===== src/rtl/controlador_de_status_pkg.sv =====
// Shared definitions for the status controller: the {A,B} state encoding and the
// helper that sizes the phase countdown.
package controlador_de_status_pkg;

    // The decoder downstream reads the state register bits directly as {A,B}.
    typedef enum logic [1:0] {
        DESLIGADO  = 2'b00,
        PREPARACAO = 2'b10,
        ATAQUE     = 2'b11
    } estado_t;

    function automatic int largura_contagem(input int tempo_prep, input int tempo_ataque);
        int maior;
        maior = (tempo_prep > tempo_ataque) ? tempo_prep : tempo_ataque;
        return $clog2(maior + 1);
    endfunction

endpackage


===== src/rtl/controlador_de_status_sincronizador.sv =====
// Two-flop synchronizer for an asynchronous operator input, with a registered copy of the
// synchronized level so a one-cycle rising-edge pulse can be derived from it.
module sincronizador (
    input  logic clk,
    input  logic rst_n,
    input  logic d_i,
    output logic sinc_o,
    output logic borda_o
);

    logic meta_q;
    logic sinc_q;
    logic anterior_q;

    always_ff @(posedge clk or negedge rst_n) begin
        if (!rst_n) begin
            meta_q     <= 1'b0;
            sinc_q     <= 1'b0;
            anterior_q <= 1'b0;
        end else begin
            meta_q     <= d_i;
            sinc_q     <= meta_q;
            anterior_q <= sinc_q;
        end
    end

    assign sinc_o  = sinc_q;
    assign borda_o = sinc_q & ~anterior_q;

endmodule


===== src/rtl/controlador_de_status.sv =====
// Status controller: sequences DESLIGADO -> PREPARACAO (timed arming) -> ATAQUE (timed burst)
// and drives the registered 2-bit status code {A,B} for the downstream decoder.
module controlador_de_status
    import controlador_de_status_pkg::*;
#(
    parameter  int TEMPO_PREP      = 8,
    parameter  int TEMPO_ATAQUE    = 4,
    parameter  int LARGURA_ATAQUES = 4,
    localparam int CW              = largura_contagem(TEMPO_PREP, TEMPO_ATAQUE)
) (
    input  logic                       clk,
    input  logic                       rst_n,
    input  logic                       liga,
    input  logic                       disparo,
    input  logic                       aborta,
    output logic                       A,
    output logic                       B,
    output logic                       pronto,
    output logic [CW-1:0]              contagem,
    output logic [LARGURA_ATAQUES-1:0] ataques
);

    localparam logic [CW-1:0] PREP_INI   = CW'(TEMPO_PREP);
    localparam logic [CW-1:0] ATAQUE_INI = CW'(TEMPO_ATAQUE - 1);

    logic liga_s, aborta_s, disparo_s, disparo_ev;
    logic liga_borda, aborta_borda;
    logic unused_bordas;

    estado_t                    estado_q,   estado_d;
    logic [CW-1:0]              contagem_q, contagem_d;
    logic [LARGURA_ATAQUES-1:0] ataques_q,  ataques_d;

    sincronizador u_sinc_liga (
        .clk     (clk),
        .rst_n   (rst_n),
        .d_i     (liga),
        .sinc_o  (liga_s),
        .borda_o (liga_borda)
    );

    sincronizador u_sinc_aborta (
        .clk     (clk),
        .rst_n   (rst_n),
        .d_i     (aborta),
        .sinc_o  (aborta_s),
        .borda_o (aborta_borda)
    );

    sincronizador u_sinc_disparo (
        .clk     (clk),
        .rst_n   (rst_n),
        .d_i     (disparo),
        .sinc_o  (disparo_s),
        .borda_o (disparo_ev)
    );

    // liga and aborta act on level; only the fire button needs its edge.
    assign unused_bordas = liga_borda ^ aborta_borda ^ disparo_s;

    always_ff @(posedge clk or negedge rst_n) begin
        if (!rst_n) begin
            estado_q   <= DESLIGADO;
            contagem_q <= '0;
            ataques_q  <= '0;
        end else begin
            estado_q   <= estado_d;
            contagem_q <= contagem_d;
            ataques_q  <= ataques_d;
        end
    end

    // Priority: power switch off, then abort, then timer / fire event.
    always_comb begin
        estado_d   = estado_q;
        contagem_d = contagem_q;
        ataques_d  = ataques_q;
        case (estado_q)
            DESLIGADO: begin
                if (liga_s) begin
                    estado_d   = PREPARACAO;
                    contagem_d = PREP_INI;
                end else begin
                    contagem_d = '0;
                end
            end
            PREPARACAO: begin
                if (!liga_s) begin
                    estado_d   = DESLIGADO;
                    contagem_d = '0;
                end else if (contagem_q != '0) begin
                    contagem_d = contagem_q - CW'(1);
                end else if (disparo_ev) begin
                    estado_d   = ATAQUE;
                    contagem_d = ATAQUE_INI;
                end
            end
            ATAQUE: begin
                if (!liga_s) begin
                    estado_d   = DESLIGADO;
                    contagem_d = '0;
                end else if (aborta_s) begin
                    estado_d   = PREPARACAO;
                    contagem_d = PREP_INI;
                end else if (contagem_q == '0) begin
                    estado_d   = PREPARACAO;
                    contagem_d = PREP_INI;
                    ataques_d  = ataques_q + LARGURA_ATAQUES'(1);
                end else begin
                    contagem_d = contagem_q - CW'(1);
                end
            end
            default: begin
                estado_d   = DESLIGADO;
                contagem_d = '0;
            end
        endcase
    end

    assign {A, B}   = estado_q;
    assign pronto   = (estado_q == PREPARACAO) && (contagem_q == '0);
    assign contagem = contagem_q;
    assign ataques  = ataques_q;

endmodule


===== config.mk =====
export PLATFORM = sky130hd
export DESIGN_NAME = controlador_de_status
export DESIGN_NICKNAME = d
export VERILOG_FILES = /design/src/rtl/controlador_de_status_pkg.sv /design/src/rtl/controlador_de_status_sincronizador.sv /design/src/rtl/controlador_de_status.sv
export SDC_FILE = /design/constraint.sdc
export NUM_CORES = 1
export LEC_CHECK = 0
export CELL_PAD_IN_SITES_DETAIL_PLACEMENT = 2
export CELL_PAD_IN_SITES_GLOBAL_PLACEMENT = 2
export CORE_MARGIN = 2
export CORE_UTILIZATION = 33
export DETAILED_ROUTE_END_ITERATION = 8
export GPL_TIMING_DRIVEN = 0
export PLACE_DENSITY_LB_ADDON = 0.1
export RECOVER_POWER = 25
export SYNTH_ARGS = -nofsm -noshare
export SYNTH_HDL_FRONTEND = slang
export SYNTH_SLANG_ARGS = --single-unit
export TNS_END_PERCENT = 50

===== constraint.sdc =====
create_clock -name clk -period 5.2 [get_ports clk]
set_input_delay 1.04 -clock clk [delete_from_list [all_inputs] [get_ports clk]]
set_output_delay 1.04 -clock clk [all_outputs]
set_load 0.1 [all_outputs]

==> results.py, run 1 <==
metrics = {
    "grt": {
        "first_global_vias": 598,
        "grt-busiest-layer": "met2",
        "track_usage_pct": 15.5,
        "met2_usage_pct": 25.7,
        "use_met1_pct": 17.7,
        "grt_max_degree": 18,
        "grt_pass1_wl_um": 2770,
        "grt_overflow": 0,
        "antenna_found_initial": 0,
        "grtUsageMet3_pct": 4.85,
    },
    "synthesis": {
        "synth.distinct_cells": 29,
        "seq_area_frac_synth_pct": 60.8,
        "synth_top_area_cell": "dfrtp_1",
        "synth_top_area_share_pct": 60.8,
        "synth_edf_count": 0,
        "synth_area_per_cell_um2": 12.1,
        "yosysWarnings": 0,
        "synth-seq-cells": 17,
        "synth_most_common_cell": "dfrtp_1",
        "synth_fp_nets": 64,
        "ys_top_cells_by_area": "dfrtp_1, a211oi_1, nand2b_1",
        "syn_inst": 58,
        "syn_area_um2": 699,
        "synthTopCellsByCount": "dfrtp_1, nor2_1, a211oi_1, nand2b_1",
        "synthArstFlopShare_pct": 100,
        "yosys_most_used_dff": "dfrtp_1",
    },
    "timing": {
        "fmax_mhz": 234,
        "tightest_slew_ns": 1.19,
        "tns_ns": 0,
        "finalSetupViolations": 0,
        "period_share_pct": 82.0,
        "rsz0062_at_grt": "false",
        "fin_crit_ns": 4.27,
        "final_hold_viol_count": 0,
        "whs_ns": 0.358,
        "drv_slew": 0,
        "max_slew_margin_pct": 19.6,
        "clock_skew_ns": 0.00363,
        "timing.final.ws_setup_ns": 0.934,
    },
    "worst_setup_path": {
        "cp_max_fo": 7,
        "cpLargestDelayFamily": "simple AND/OR/NAND/NOR gates",
        "r2r_start": "contagem[1]",
        "endpoint_kind": "primary output",
        "arrival_ns": 3.23,
        "ff2ff_path_depth": 3,
        "required_ns": 4.16,
        "crit_path_cell_trace": "nor4_1 -> and3_2 -> clkdlybuf4s50_1",
        "crit_slowest_cell": "clkdlybuf4s50_1",
        "rr_endpoint": "ataques[3]",
        "crit_type": "reg -> out",
        "cp-start-kind": "flip-flop",
        "worst-path-stages": 3,
        "critPathBufInv": 1,
        "r2r_slack_ns": 3.23,
        "critPathMaxStageDelay_ns": 1.13,
    },
    "detailed_routing": {
        "dr_total_vias": 547,
        "dr.pass1.iters": 3,
        "drc": 0,
        "viasPerCell": 5.26,
        "antenna_violating_nets_post_route": 0,
        "drt_wl_total_um": 1600,
        "wl_per_cell_um": 15.3,
        "drt-initial-drc-count": 1,
    },
    "cts": {
        "clock-sinks": 17,
        "clock_path_buffers": 2,
        "cts_setup_buffers": 0,
        "post_cts_resized": 0,
        "cts_tree": "yes",
        "clk_latency_ns": 0.31,
        "hold_buffers": 0,
        "cts_made_buffers": 3,
        "path_clk_slew_ns": 0.10,
        "clock-root-buffer": "clkbuf_4",
        "h-tree-depth": 1,
    },
    "layout": {
        "fin_nets": 84,
        "antenna_cells": 0,
        "syn_to_final_growth_pct": 29.0,
        "drive_gt1_share_pct": 9.09,
        "fin_util_pct": 45.5,
    },
    "power_and_ir_drop": {
        "p_total_uw": 301,
        "clockPowerShare_pct": 24.4,
        "pwr-share-seq_pct": 49.1,
        "power.internal_uw": 188,
        "power.switching_uw": 112,
        "p_per_area_nw_per_um2": 333,
        "p_leak_uw": 0.000395,
        "swShare_pct": 37.3,
        "max-vdd-ir-drop_mv": 0.182,
        "comb_power_share_pct": 26.5,
    },
    "floorplan": {
        "die_area_um2": 2500,
        "row_count": 16,
        "fp.dieW_um": 50.0,
        "start_util_pct": 35.3,
        "io_pins": 16,
        "core_um2": 1980,
        "die_y_um": 50.0,
    },
    "outcome": {
        "status": "finished clean",
    },
    "min_path": {
        "hold_path_depth": 0,
        "hold_start": "u_sinc_disparo.meta_q",
        "min_to": "u_sinc_disparo.sinc_o",
        "hold_class": "reg -> reg",
    },
    "placed_design": {
        "post-place-ws_ns": 1.25,
        "port_buffers": 15,
        "hpwl_um": 1190,
        "place.gp.congestion": 0.681,
    },
    "run": {
        "maxCapViolations": 0,
    },
}
==> area by class of cell <==
class	count	area, um2
Fill cell	198	1080
Sequential cell	17	425
Multi-Input combinational cell	38	254
Timing Repair Buffer	15	150
Tap cell	27	33.8
Clock buffer	3	22.5
Inverter	2	7.51
Clock inverter	1	5.00
Buffer	1	3.75
==> metal layers <==
metal	routed length (um)	part of all wire, %	vias to the layer above
met1	639	40	283
met3	82	5.1	3
met4	35	2.2	0
met5	0	0	-
met2	838	53	14
li1	-	-	247
==> kinds of logic after synthesis <==
| group | synth area share [%] |
|---|---|
| AO/OA/AOI/OAI | 11.3 |
| multiplexers | 1.61 |
| adder cells (fa/ha/maj) | 1.79 |
| buffers and inverters | 1.61 |
| AND/OR/NAND/NOR | 19.1 |
| flip-flops | 60.8 |
| XOR/XNOR | 3.76 |
==> placed cells by master, fill, tap and decap left out, types with 2 or more instances in the layout <==
master	instances
dfrtp_1	17
clkdlybuf4s50_1	11
nor2_1	4
dlygate4sd3_1	4
nand2b_1	3
a211oi_1	3
clkbuf_4	3
inv_1	2
nand3_1	2
xnor2_1	2
nand2_1	2
a21oi_1	2
o21ai_0	2
==> through the flow <==
| step | cells | cell area [um2] |
|---|---|---|
| global route | 104 | 902 |
| floorplan | 58 | 699 |
| global placement | 100 | 883 |
| detailed placement | 100 | 883 |
| finish | 104 | 902 |
| CTS | 104 | 911 |
==> how the worst max path moves through the flow <==
stage | from | endpoint | slack (ns)
floorplan | contagem[1] | pronto | 2.00
global placement | contagem[1] | pronto | 1.37
detailed placement | contagem[1] | pronto | 1.25
CTS | contagem[1] | pronto | 0.90
global route | contagem[1] | pronto | 0.75
finish | contagem[1] | pronto | 0.93
==> worst register-to-register path, cell delays in order, from the launching register on <==
cell,delay [ns]
dfrtp_1,0.46
nor4_1,1.02
nand3_1,0.21
xnor2_1,0.19
==> flip-flops by register name (all words and copies together), names as in the netlist <==
| name | cells |
|---|---|
| contagem | 4 |
| ataques | 4 |
| u_sinc_liga.sinc_o | 1 |
| u_sinc_aborta.meta_q | 1 |
| u_sinc_disparo.sinc_o | 1 |
| estado_q | 2 |
| u_sinc_disparo.anterior_q | 1 |
| u_sinc_liga.meta_q | 1 |
| u_sinc_disparo.meta_q | 1 |
| u_sinc_aborta.sinc_o | 1 |
==> power groups by stage <==
stage                     Sequential (uW)  Clock (uW)  Combinational [uW]
after floorplan                       181           0                27.0
after global placement                150           0                81.2
final                                 148        73.4                79.6
after global routing                  149        84.8                84.0
after CTS                             148        77.7                83.0
after detailed placement              150           0                82.9
Note: power is estimated with default switching activity, not from simulation.
==> inputs of run 2 (changes only) <==
Settings changed: CORE_UTILIZATION 33 to 27.
Clock period 5.2 ns to 3.6 ns, I/O delays scaled along.
==> run 2 against run 1 <==
Against the previous run: clock skew about the same; sequential cell count unchanged; clock-buffer cell count unchanged; largest cell class unchanged.
==> results.py, run 2 (synthesized netlist as in run 1, its figures left out) <==
metrics = {
    "worst_setup_path": {
        "required_ns": 2.88,
        "cpLargestDelayFamily": "simple AND/OR/NAND/NOR gates",
        "ff2ff_path_depth": 3,
        "critPathBufInv": 1,
        "cp-start-kind": "flip-flop",
        "cp_max_fo": 7,
        "crit_type": "reg -> out",
        "rr_endpoint": "ataques[1]",
        "arrival_ns": 2.57,
        "endpoint_kind": "primary output",
        "crit_slowest_cell": "dlygate4sd2_1",
        "crit_path_cell_trace": "nor4_2 -> and3_2 -> dlygate4sd2_1",
        "r2r_start": "contagem[2]",
        "critPathMaxStageDelay_ns": 0.85,
        "r2r_slack_ns": 1.78,
    },
    "min_path": {
        "hold_class": "reg -> reg",
        "hold_path_depth": 0,
        "hold_start": "u_sinc_disparo.meta_q",
        "min_to": "u_sinc_disparo.sinc_o",
    },
    "timing": {
        "fin_crit_ns": 3.29,
        "finalSetupViolations": 0,
        "drv_slew": 0,
        "final_hold_viol_count": 0,
        "rsz0062_at_grt": "false",
        "clock_skew_ns": 0.00339,
        "period_share_pct": 91.4,
        "tightest_slew_ns": 0.977,
        "max_slew_margin_pct": 34.6,
        "fmax_mhz": 304,
        "whs_ns": 0.358,
    },
    "layout": {
        "final_common_cell": "dfrtp_1",
        "multi_input_area_um2": 269,
        "drive_gt1_share_pct": 13.0,
        "nFillCells": 265,
        "fin_nets": 84,
        "antenna_cells": 0,
        "syn_to_final_growth_pct": 31.8,
        "final_cell_mix": "dfrtp_1, clkdlybuf4s50_1, nor2_1, dlygate4sd3_1",
        "seqCellArea_um2": 425,
    },
    "run": {
        "maxCapViolations": 0,
    },
    "placed_design": {
        "hpwl_um": 1170,
        "place.gp.congestion": 0.669,
        "port_buffers": 15,
    },
    "cts": {
        "cts_made_buffers": 3,
        "clock-root-buffer": "clkbuf_4",
        "cts_tree": "yes",
        "path_clk_slew_ns": 0.11,
        "clk_latency_ns": 0.30,
        "clock-sinks": 17,
        "clock_path_buffers": 2,
        "post_cts_resized": 2,
        "cts_setup_buffers": 0,
        "hold_buffers": 0,
        "h-tree-depth": 1,
    },
    "grt": {
        "grt_max_degree": 18,
        "track_usage_pct": 14.2,
        "antenna_found_initial": 0,
        "first_global_vias": 582,
        "grt_overflow": 0,
        "grt_pass1_wl_um": 2880,
    },
    "detailed_routing": {
        "wl_per_cell_um": 15.2,
        "dr_total_vias": 534,
        "drt-initial-drc-count": 2,
        "drt_wl_total_um": 1630,
        "viasPerCell": 4.99,
        "dr.pass1.iters": 3,
        "antenna_violating_nets_post_route": 0,
        "drc": 0,
    },
    "floorplan": {
        "fp.dieW_um": 54.9,
        "die_area_um2": 3010,
        "die_y_um": 54.9,
        "io_pins": 16,
        "core_um2": 2450,
        "start_util_pct": 28.5,
        "row_count": 18,
    },
    "power_and_ir_drop": {
        "pwr-share-seq_pct": 48.9,
        "p_total_uw": 438,
        "p_leak_uw": 0.000397,
        "power.switching_uw": 164,
        "swShare_pct": 37.4,
        "max-vdd-ir-drop_mv": 0.211,
        "clockPowerShare_pct": 24.5,
        "power.internal_uw": 274,
        "p_per_area_nw_per_um2": 475,
        "comb_power_share_pct": 26.6,
    },
    "outcome": {
        "status": "finished clean",
    },
}
==> run 2: cell types whose count changed in the layout (fill, tap and decap cells not counted), sizes merged <==
cell	previous run	this run
dlygate4sd2	0	1
clkinv	1	0
clkinvlp	0	1
clkdlybuf4s50	11	10
==> run 2: power by group through the flow <==
stage / Clock (uW) / Sequential [uW] / Combinational [uW]
after floorplan: 0 / 262 / 38.9
after global placement: 0 / 217 / 118
after detailed placement: 0 / 218 / 118
after CTS: 115 / 215 / 119
after global routing: 127 / 217 / 125
final: 107 / 214 / 116
==> run 2: layer usage <==
layer	share of wire (%)	up-vias	global-route usage (%)
li1	-	247	-
met1	45	269	19.0
met2	48	13	20.8
met3	3.9	5	3.23
met4	2.9	0	8.54
met5	0	-	0
==> run 2: worst max-delay path by stage <==
stage | to | cells after the start | slack, ns | startpoint
6_report | pronto | 3 | 0.31 | contagem[2]
5_1_grt | pronto | 3 | 0.13 | contagem[2]
4_1_cts | pronto | 3 | 0.25 | contagem[2]
3_5_place_dp | pronto | 3 | -0.03 | contagem[1]
3_3_place_gp | pronto | 3 | 0.02 | contagem[2]
2_1_floorplan | pronto | 2 | 0.72 | contagem[1]
==> run 2: layout make-up <==
type / instances / share of cell area [%]
plain buffers: 1 / 0.407
multi-input cells: 38 / 29.2
clock inverters: 1 / 0.814
repair buffers: 15 / 16.1
clock buffers: 3 / 2.44
flip-flops and latches: 17 / 46.1
inverters: 2 / 0.814
well taps: 30 / 4.07
==> run 2: through the flow <==
stage	utilization [%]	setup WS [ns]	cells	area, um2	TNS [ns]
floorplan	-	0.725	58	699	0
global placement	36.1	0.0209	103	887	0
detailed placement	36.1	-0.0276	103	887	-0.0276
CTS	37.6	0.255	107	922	0
global route	37.6	0.126	107	922	0
finish	37.6	0.311	107	922	0
==> run 2: worst reg2reg max path: stages (launching register included) <==
cell     delay [ns]
dfrtp_1        0.46
or4_4          0.59
nor3_2         0.29
mux2_2         0.37
